==> src/rtl/tt_sram_bridge_if.sv <==
// Byte-stream handshake bundle between a TT user project and tt_sram_bridge.
// master = TT project side, slave = bridge side.
interface tt_sram_bridge_if;
  logic [7:0] tt_data;
  logic       tt_valid;
  logic       tt_ready;
  logic [7:0] rsp_data;
  logic       rsp_valid;
  logic       rsp_ready;

  modport master (
    output tt_data, tt_valid, rsp_ready,
    input  tt_ready, rsp_data, rsp_valid
  );

  modport slave (
    input  tt_data, tt_valid, rsp_ready,
    output tt_ready, rsp_data, rsp_valid
  );
endinterface

==> src/rtl/tt_sram_bridge.sv <==
// Byte-serial command bridge (cmd, address bytes, data bytes) to a single-port SRAM.
// Optional macro TT_SRAM_BRIDGE_WR_ACK_EN adds a 0xA5 response byte after each write burst.
module tt_sram_bridge #(
  parameter int ADDR_W   = 10,
  parameter int DATA_W   = 32,
  parameter int READ_LAT = 1
) (
  input  logic               clk,
  input  logic               rst_n,
  tt_sram_bridge_if.slave    tt_bus,
  output logic [ADDR_W-1:0]  sram_addr_o,
  output logic [DATA_W-1:0]  sram_bm_o,
  output logic [DATA_W-1:0]  sram_din_o,
  output logic               sram_wen_o,
  output logic               sram_ren_o,
  output logic               sram_men_o,
  input  logic [DATA_W-1:0]  sram_dout_i,
  output logic               busy_o
);

  localparam int         NB         = DATA_W / 8;
  localparam int         ADDR_BYTES = (ADDR_W + 7) / 8;
  localparam logic [1:0] LAST_ADDR  = 2'(ADDR_BYTES - 1);
  localparam logic [1:0] LAST_DATA  = 2'(NB - 1);
  localparam logic [1:0] LAST_LAT   = 2'(READ_LAT - 1);
  localparam logic [7:0] ACK_BYTE   = 8'hA5;

  typedef enum logic [2:0] {
    S_IDLE,
    S_ADDR,
    S_WDATA,
    S_WRITE,
    S_READ,
    S_RWAIT,
    S_RDATA
`ifdef TT_SRAM_BRIDGE_WR_ACK_EN
    , S_ACK
`endif
  } state_t;

  state_t            state_q,      state_d;
  logic              is_wr_q,      is_wr_d;
  logic [2:0]        words_left_q, words_left_d;
  logic [NB-1:0]     mask_q,       mask_d;
  logic [ADDR_W-1:0] addr_q,       addr_d;
  logic [DATA_W-1:0] buf_q,        buf_d;
  logic [1:0]        byte_cnt_q,   byte_cnt_d;
  logic [1:0]        lat_cnt_q,    lat_cnt_d;

  logic [4:0]        sh8;
  logic [15:0]       addr_ins;
  logic [DATA_W-1:0] buf_ins;
  logic [DATA_W-1:0] bm_exp;
  logic [7:0]        rsp_data;
  logic              rsp_valid;

  // Byte insertion points for the address accumulator and the word buffer.
  assign sh8      = {byte_cnt_q, 3'b000};
  assign addr_ins = (16'(addr_q) & ~(16'h00FF << sh8)) | (16'(tt_bus.tt_data) << sh8);
  assign buf_ins  = (buf_q & ~(DATA_W'(8'hFF) << sh8)) | (DATA_W'(tt_bus.tt_data) << sh8);

  always_comb begin
    for (int l = 0; l < NB; l++) begin
      bm_exp[l*8 +: 8] = {8{mask_q[l]}};
    end
  end

  assign tt_bus.tt_ready  = (state_q == S_IDLE) || (state_q == S_ADDR) || (state_q == S_WDATA);
  assign tt_bus.rsp_data  = rsp_data;
  assign tt_bus.rsp_valid = rsp_valid;
  assign busy_o           = (state_q != S_IDLE);

  always_comb begin
    // NOTE: every signal written here gets a default first, so no path leaves one unassigned and no latch is inferred.
    state_d      = state_q;
    is_wr_d      = is_wr_q;
    words_left_d = words_left_q;
    mask_d       = mask_q;
    addr_d       = addr_q;
    buf_d        = buf_q;
    byte_cnt_d   = byte_cnt_q;
    lat_cnt_d    = lat_cnt_q;
    rsp_data     = 8'h00;
    rsp_valid    = 1'b0;
    sram_addr_o  = '0;
    sram_bm_o    = '0;
    sram_din_o   = '0;
    sram_wen_o   = 1'b0;
    sram_ren_o   = 1'b0;
    sram_men_o   = 1'b0;

    unique case (state_q)
      S_IDLE: begin
        if (tt_bus.tt_valid) begin
          is_wr_d      = tt_bus.tt_data[7];
          words_left_d = tt_bus.tt_data[6:4];
          mask_d       = tt_bus.tt_data[NB-1:0];
          byte_cnt_d   = 2'd0;
          state_d      = S_ADDR;
        end
      end

      S_ADDR: begin
        if (tt_bus.tt_valid) begin
          addr_d = addr_ins[ADDR_W-1:0];
          if (byte_cnt_q == LAST_ADDR) begin
            byte_cnt_d = 2'd0;
            state_d    = is_wr_q ? S_WDATA : S_READ;
          end else begin
            byte_cnt_d = byte_cnt_q + 2'd1;
          end
        end
      end

      S_WDATA: begin
        if (tt_bus.tt_valid) begin
          buf_d = buf_ins;
          if (byte_cnt_q == LAST_DATA) begin
            byte_cnt_d = 2'd0;
            state_d    = S_WRITE;
          end else begin
            byte_cnt_d = byte_cnt_q + 2'd1;
          end
        end
      end

      S_WRITE: begin
        sram_men_o  = 1'b1;
        sram_wen_o  = 1'b1;
        sram_addr_o = addr_q;
        sram_bm_o   = bm_exp;
        sram_din_o  = buf_q;
        if (words_left_q != 3'd0) begin
          words_left_d = words_left_q - 3'd1;
          addr_d       = addr_q + ADDR_W'(1);
          state_d      = S_WDATA;
        end else begin
`ifdef TT_SRAM_BRIDGE_WR_ACK_EN
          state_d = S_ACK;
`else
          state_d = S_IDLE;
`endif
        end
      end

      S_READ: begin
        sram_men_o  = 1'b1;
        sram_ren_o  = 1'b1;
        sram_addr_o = addr_q;
        sram_bm_o   = '1;
        lat_cnt_d   = 2'd0;
        state_d     = S_RWAIT;
      end

      S_RWAIT: begin
        if (lat_cnt_q == LAST_LAT) begin
          buf_d      = sram_dout_i;
          byte_cnt_d = 2'd0;
          state_d    = S_RDATA;
        end else begin
          lat_cnt_d = lat_cnt_q + 2'd1;
        end
      end

      S_RDATA: begin
        rsp_valid = 1'b1;
        rsp_data  = 8'(buf_q >> sh8);
        if (tt_bus.rsp_ready) begin
          if (byte_cnt_q == LAST_DATA) begin
            // The next read strobe waits until the last byte of this word is taken.
            byte_cnt_d = 2'd0;
            if (words_left_q != 3'd0) begin
              words_left_d = words_left_q - 3'd1;
              addr_d       = addr_q + ADDR_W'(1);
              state_d      = S_READ;
            end else begin
              state_d = S_IDLE;
            end
          end else begin
            byte_cnt_d = byte_cnt_q + 2'd1;
          end
        end
      end

`ifdef TT_SRAM_BRIDGE_WR_ACK_EN
      S_ACK: begin
        rsp_valid = 1'b1;
        rsp_data  = ACK_BYTE;
        if (tt_bus.rsp_ready) state_d = S_IDLE;
      end
`endif

      default: state_d = S_IDLE;
    endcase
  end

  // Strobes decode from state_q, so asserting rst_n drops them in the same instant.
  always_ff @(posedge clk or negedge rst_n) begin
    if (!rst_n) begin
      // NOTE: sequential state uses non-blocking assignments so every register samples pre-edge values.
      state_q      <= S_IDLE;
      is_wr_q      <= 1'b0;
      words_left_q <= 3'd0;
      mask_q       <= '0;
      addr_q       <= '0;
      buf_q        <= '0;
      byte_cnt_q   <= 2'd0;
      lat_cnt_q    <= 2'd0;
    end else begin
      state_q      <= state_d;
      is_wr_q      <= is_wr_d;
      words_left_q <= words_left_d;
      mask_q       <= mask_d;
      addr_q       <= addr_d;
      buf_q        <= buf_d;
      byte_cnt_q   <= byte_cnt_d;
      lat_cnt_q    <= lat_cnt_d;
    end
  end

endmodule

==> src/flat_wrapper.sv <==
// flat-port wrapper written by rule: the top's interface ports become plain ports
module tt_sram_bridge_flat 
#(
  parameter int ADDR_W   = 10,
  parameter int DATA_W   = 32,
  parameter int READ_LAT = 1
)
  (clk, rst_n, sram_addr_o, sram_bm_o, sram_din_o, sram_wen_o, sram_ren_o, sram_men_o, sram_dout_i, busy_o, tt_bus_tt_data, tt_bus_tt_valid, tt_bus_rsp_ready, tt_bus_tt_ready, tt_bus_rsp_data, tt_bus_rsp_valid);
  tt_sram_bridge_if tt_bus_i ();
  input  logic clk;
  input  logic rst_n;
  output logic [ADDR_W-1:0] sram_addr_o;
  output logic [DATA_W-1:0] sram_bm_o;
  output logic [DATA_W-1:0] sram_din_o;
  output logic sram_wen_o;
  output logic sram_ren_o;
  output logic sram_men_o;
  input  logic [DATA_W-1:0] sram_dout_i;
  output logic busy_o;
  input wire logic [$bits(tt_bus_i.tt_data)-1:0] tt_bus_tt_data;
  input wire logic [$bits(tt_bus_i.tt_valid)-1:0] tt_bus_tt_valid;
  input wire logic [$bits(tt_bus_i.rsp_ready)-1:0] tt_bus_rsp_ready;
  output wire logic [$bits(tt_bus_i.tt_ready)-1:0] tt_bus_tt_ready;
  output wire logic [$bits(tt_bus_i.rsp_data)-1:0] tt_bus_rsp_data;
  output wire logic [$bits(tt_bus_i.rsp_valid)-1:0] tt_bus_rsp_valid;
  assign tt_bus_i.tt_data = tt_bus_tt_data;
  assign tt_bus_i.tt_valid = tt_bus_tt_valid;
  assign tt_bus_i.rsp_ready = tt_bus_rsp_ready;
  assign tt_bus_tt_ready = tt_bus_i.tt_ready;
  assign tt_bus_rsp_data = tt_bus_i.rsp_data;
  assign tt_bus_rsp_valid = tt_bus_i.rsp_valid;
  tt_sram_bridge #(.ADDR_W(ADDR_W), .DATA_W(DATA_W), .READ_LAT(READ_LAT)) u_core (.clk(clk), .rst_n(rst_n), .tt_bus(tt_bus_i), .sram_addr_o(sram_addr_o), .sram_bm_o(sram_bm_o), .sram_din_o(sram_din_o), .sram_wen_o(sram_wen_o), .sram_ren_o(sram_ren_o), .sram_men_o(sram_men_o), .sram_dout_i(sram_dout_i), .busy_o(busy_o));
endmodule
==> config.mk <==
export PLATFORM = sky130hd
export DESIGN_NAME = tt_sram_bridge_flat
export DESIGN_NICKNAME = d
export VERILOG_FILES = /design/src/rtl/tt_sram_bridge_if.sv /design/src/rtl/tt_sram_bridge.sv /design/src/flat_wrapper.sv
export SDC_FILE = /design/constraint.sdc
export NUM_CORES = 1
export LEC_CHECK = 0
export BUFFER_PORTS_ARGS = -buffer_cell sky130_fd_sc_hd__buf_2
export CELL_PAD_IN_SITES_DETAIL_PLACEMENT = 2
export CELL_PAD_IN_SITES_GLOBAL_PLACEMENT = 2
export CORE_MARGIN = 1
export CORE_UTILIZATION = 29
export DETAILED_ROUTE_END_ITERATION = 16
export PLACE_DENSITY = 0.85
export SLEW_MARGIN = 20
export SYNTH_ARGS = -nofsm -noshare
export SYNTH_HDL_FRONTEND = slang
export SYNTH_SLANG_ARGS = --single-unit
==> constraint.sdc <==
create_clock -name clk -period 2.1 [get_ports clk]
set_input_delay 0.42 -clock clk [delete_from_list [all_inputs] [get_ports clk]]
set_output_delay 0.42 -clock clk [all_outputs]
set_load 0.01 [all_outputs]
==> metrics <==
Yosys warnings=0; Power Density=roughly 1700 nW/um^2; Achievable Freq=roughly 460 MHz; ANT nets after route=0; first-pass GRT wire length=~29000 microns; GR Util All Layers=0.264; failing checks=negative setup slack; TritonCTS Buffers=9; synthesized cell area=~4000 sq um; P&R area growth vs syn=42.4%; peak supply drop=490 uV; ys flop type=dfrtp_1; placed instance count=around 760; Die Wd=approximately 120 microns; Vias=~4400; Die Y=about 120 microns; cells after synthesis=between 400 and 500; number of DRC markers in iteration 0=between 200 and 250; I/O Buffers=131; core footprint=between 10000 and 15000 sq um; status=complete, but fails checks; critical-path cell with the highest stage delay=and3b_4; Yosys reg bits=57; Design Power=approximately 0.0099 W; skew final=roughly 0.013 ns; WS Path Type=reg2out; FILL cells=1437; CP Max Fanout=10; worst path required time=about 1.7 ns; Post-synth EDFFs=0; Slew HR=0.534; final hold violation count=0; Placer Congestion=roughly 0.83; Die ar.=14400 sq um; distinct cell type count after synthesis=52; Mapped Avg Cell Area=8.45 sq um; fin area=slightly below 6000 sq um; vias in the first global route=4732; Final WS setup=-0.0952 ns; CP top delay family=simple AND/OR/NAND/NOR gates; crit path launch type=flip-flop; Hold WC Path Type=in2async; post-DP HPWL=between 10000 and 15000 microns; CTS sink count=57; cts hold-fix bufs=0; Initial Util=0.302; FF/Latch Area=1430 sq um; WL final=21000 microns; clock buffer depth=2; clock latency at the later pin of the worst-skew pair=about 0.35 ns; std cell rows=42; CTS root buf=clkbuf_16; maxcap violations=0; fin util=0.430; worst-path cell chain=and3b_4 -> buf_12 -> clkbuf_16 -> and2_1 -> buf_2; Vias/cell=roughly 5.6; Clk pin slew, worst setup/hold paths=0.06 ns; fin. max-slew vios=0; WP buf/inv=3; first-pass iteration count of the detailed router=4; final setup vio count=31; CTS H-tree lvls=3; share of cells above drive strength 1=0.437; async set-reset flop share out of synthesis=1.00; Area after DPL=4830 sq um; Period minus WS final=about 2.2 ns; crit path DAT=approximately 1.8 ns; RSZ-0062 raised after global routing=true; antenna violations before repair=0; DR WL/cell=about 27 microns; GRT overflow=0; Lkg Pwr=between 2 and 3 nW; Non-Filler Instances=slightly below 800; Tcrit/Tclk final=1.05; Multi-input gate area=between 2000 and 2500 sq um; diode count=0; Nets=about 660; sequential area share after synthesis=0.353; drt drc=0; worst stage delay on the critical path=roughly 0.44 ns; TritonCTS clock tree=built; DP Worst Slack=-0.125 ns; largest net degree at the start of global routing=33; syn nets=between 500 and 600; Worst-Margin Slew=around 0.7 ns; critical path capture point type=output port; I/O pin total=approximately 130
-- through the flow --
step           setup TNS, ns  hold slack (ns)
6_report               -1.26            0.119
5_1_grt                -2.77            0.171
4_1_cts               -0.143            0.147
3_5_place_dp          -0.221            0.503
3_3_place_gp               0            0.462
2_1_floorplan              0            0.124
-- sequential cells by signal (all words and copies together) (netlist names) --
register / count
u_core.lat_cnt_q: 2
u_core.buf_q: 32
u_core.words_left_q: 3
u_core.byte_cnt_q: 2
u_core.addr_q: 10
u_core.state_q: 3
u_core.mask_q: 4
u_core.is_wr_q: 1
-- what timing repair did --
| item | in CTS | in global routing |
|---|---|---|
| endpoints found under the setup margin | 93 | 81 |
| cloned | 1 | 3 |
| setup buffers | 3 | 5 |
| pin swaps | 2 | 5 |
| gates resized for setup | 35 | 81 |
-- worst reg2reg max path: cells and delay by family (launching register included) --
kind | cells | cell delay, ns
simple gates | 1 | 0.09
flops | 1 | 0.41
compound gates | 4 | 0.89
fa+ha+maj | 1 | 0.33
buf+inv | 2 | 0.30
-- final timing paths --
check,slack [ns],from,end,cells after the start
worst min-delay path,0.12,rst_n,u_core.buf_q[11],1
worst max-delay path,-0.1,u_core.state_q[2],sram_din_o[1],5
max in group asynchronous,1.33,rst_n,u_core.byte_cnt_q[1],2
worst max register to register,-0.06,u_core.byte_cnt_q[0],u_core.addr_q[9],8
worst min register to register,0.50,u_core.lat_cnt_q[0],u_core.lat_cnt_q[0],1
min in group clk,0.36,sram_dout_i[29],u_core.buf_q[29],3
-- synthesized netlist by cell type, types with 2 or more instances --
| cell type | number | area (sq um) |
|---|---|---|
| nor3b_1 | 2 | 15.0 |
| a211o_1 | 2 | 17.5 |
| nor3_1 | 6 | 30.0 |
| mux4_2 | 8 | 180 |
| clkbuf_1 | 16 | 60.1 |
| and3_1 | 41 | 257 |
| ha_1 | 9 | 113 |
| buf_1 | 4 | 15.0 |
| and3b_1 | 2 | 17.5 |
| o31ai_1 | 6 | 45.0 |
| dfrtp_1 | 57 | 1430 |
| o22a_1 | 2 | 17.5 |
| buf_2 | 6 | 30.0 |
| nor2b_1 | 13 | 81.3 |
| o311ai_1 | 2 | 17.5 |
| a31oi_1 | 4 | 25.0 |
| a22oi_1 | 2 | 15.0 |
| nor2_1 | 23 | 86.3 |
| mux2_2 | 6 | 67.6 |
| inv_1 | 11 | 41.3 |
| nand4b_1 | 2 | 17.5 |
| nand3_1 | 12 | 60.1 |
| mux2i_1 | 2 | 20.0 |
| nand2_1 | 59 | 221 |
| nand2b_1 | 2 | 12.5 |
| a21oi_1 | 44 | 220 |
| nor2b_4 | 2 | 27.5 |
| o21bai_1 | 4 | 30.0 |
| o21ai_0 | 42 | 210 |
| buf_6 | 3 | 33.8 |
| and2_1 | 37 | 231 |
| buf_4 | 28 | 210 |
-- where the power goes --
group          internal (W)  leakage [nW]  switching (W)
clock network      0.000948         0.142       0.000607
logic               0.00273          1.95        0.00336
registers           0.00160         0.720       0.000690
total               0.00528          2.81        0.00466
-- cells in the final DEF (no fill, tap or decap), types with 3 or more instances in the layout --
cell / synthesis / layout
buf_12: 0 / 7
o21ai_0: 42 / 39
dfrtp_1: 57 / 54
dfrtp_2: 0 / 3
nand2_1: 59 / 49
a21oi_1: 44 / 44
nor2b_1: 13 / 8
and2_1: 37 / 20
buf_6: 3 / 30
buf_2: 6 / 105
nand3_1: 12 / 12
mux4_2: 8 / 8
o21ai_1: 1 / 4
nor3_1: 6 / 6
o21bai_2: 0 / 4
inv_1: 11 / 10
and3_4: 0 / 7
a31oi_1: 4 / 4
nor2_1: 23 / 21
buf_4: 28 / 25
and2_4: 0 / 15
mux2_2: 6 / 6
nand2_4: 0 / 5
clkbuf_16: 0 / 11
nor2b_2: 0 / 3
ha_1: 9 / 7
nand2_2: 0 / 5
nor2b_4: 2 / 4
o31ai_1: 6 / 4
and3_1: 41 / 34
-- cell families (layout without fill, tap and decap cells) --
family / after synthesis / count (layout) / share of synthesized area
xor gates and xnor gates: 1 / 1 / 0.00216
DFF: 57 / 57 / 0.353
muxes: 16 / 16 / 0.0662
adders and majority gates: 9 / 9 / 0.0278
AOI/OAI and AO/OA: 120 / 120 / 0.176
and+or+nand+nor: 208 / 208 / 0.279
buffers and inverters: 68 / 198 / 0.0965
-- layout make-up --
class | instances | share of cell area
tap | 176 | 0.0382
clock inverter | 5 | 0.00956
clock buffer | 11 | 0.0421
timing repair buffer | 171 | 0.224
multi-input combinational | 354 | 0.430
sequential | 57 | 0.248
inverter | 11 | 0.00760
-- metal layers --
| metal | up-vias | GRT usage | share of wire |
|---|---|---|---|
| met4 | 0 | 0.130 | 0.053 |
| met5 | - | 0 | 0 |
| met1 | 2240 | 0.326 | 0.40 |
| met3 | 75 | 0.0361 | 0.045 |
| met2 | 189 | 0.449 | 0.50 |
| li1 | 1904 | - | - |
Power figures use the tool's default switching activity.
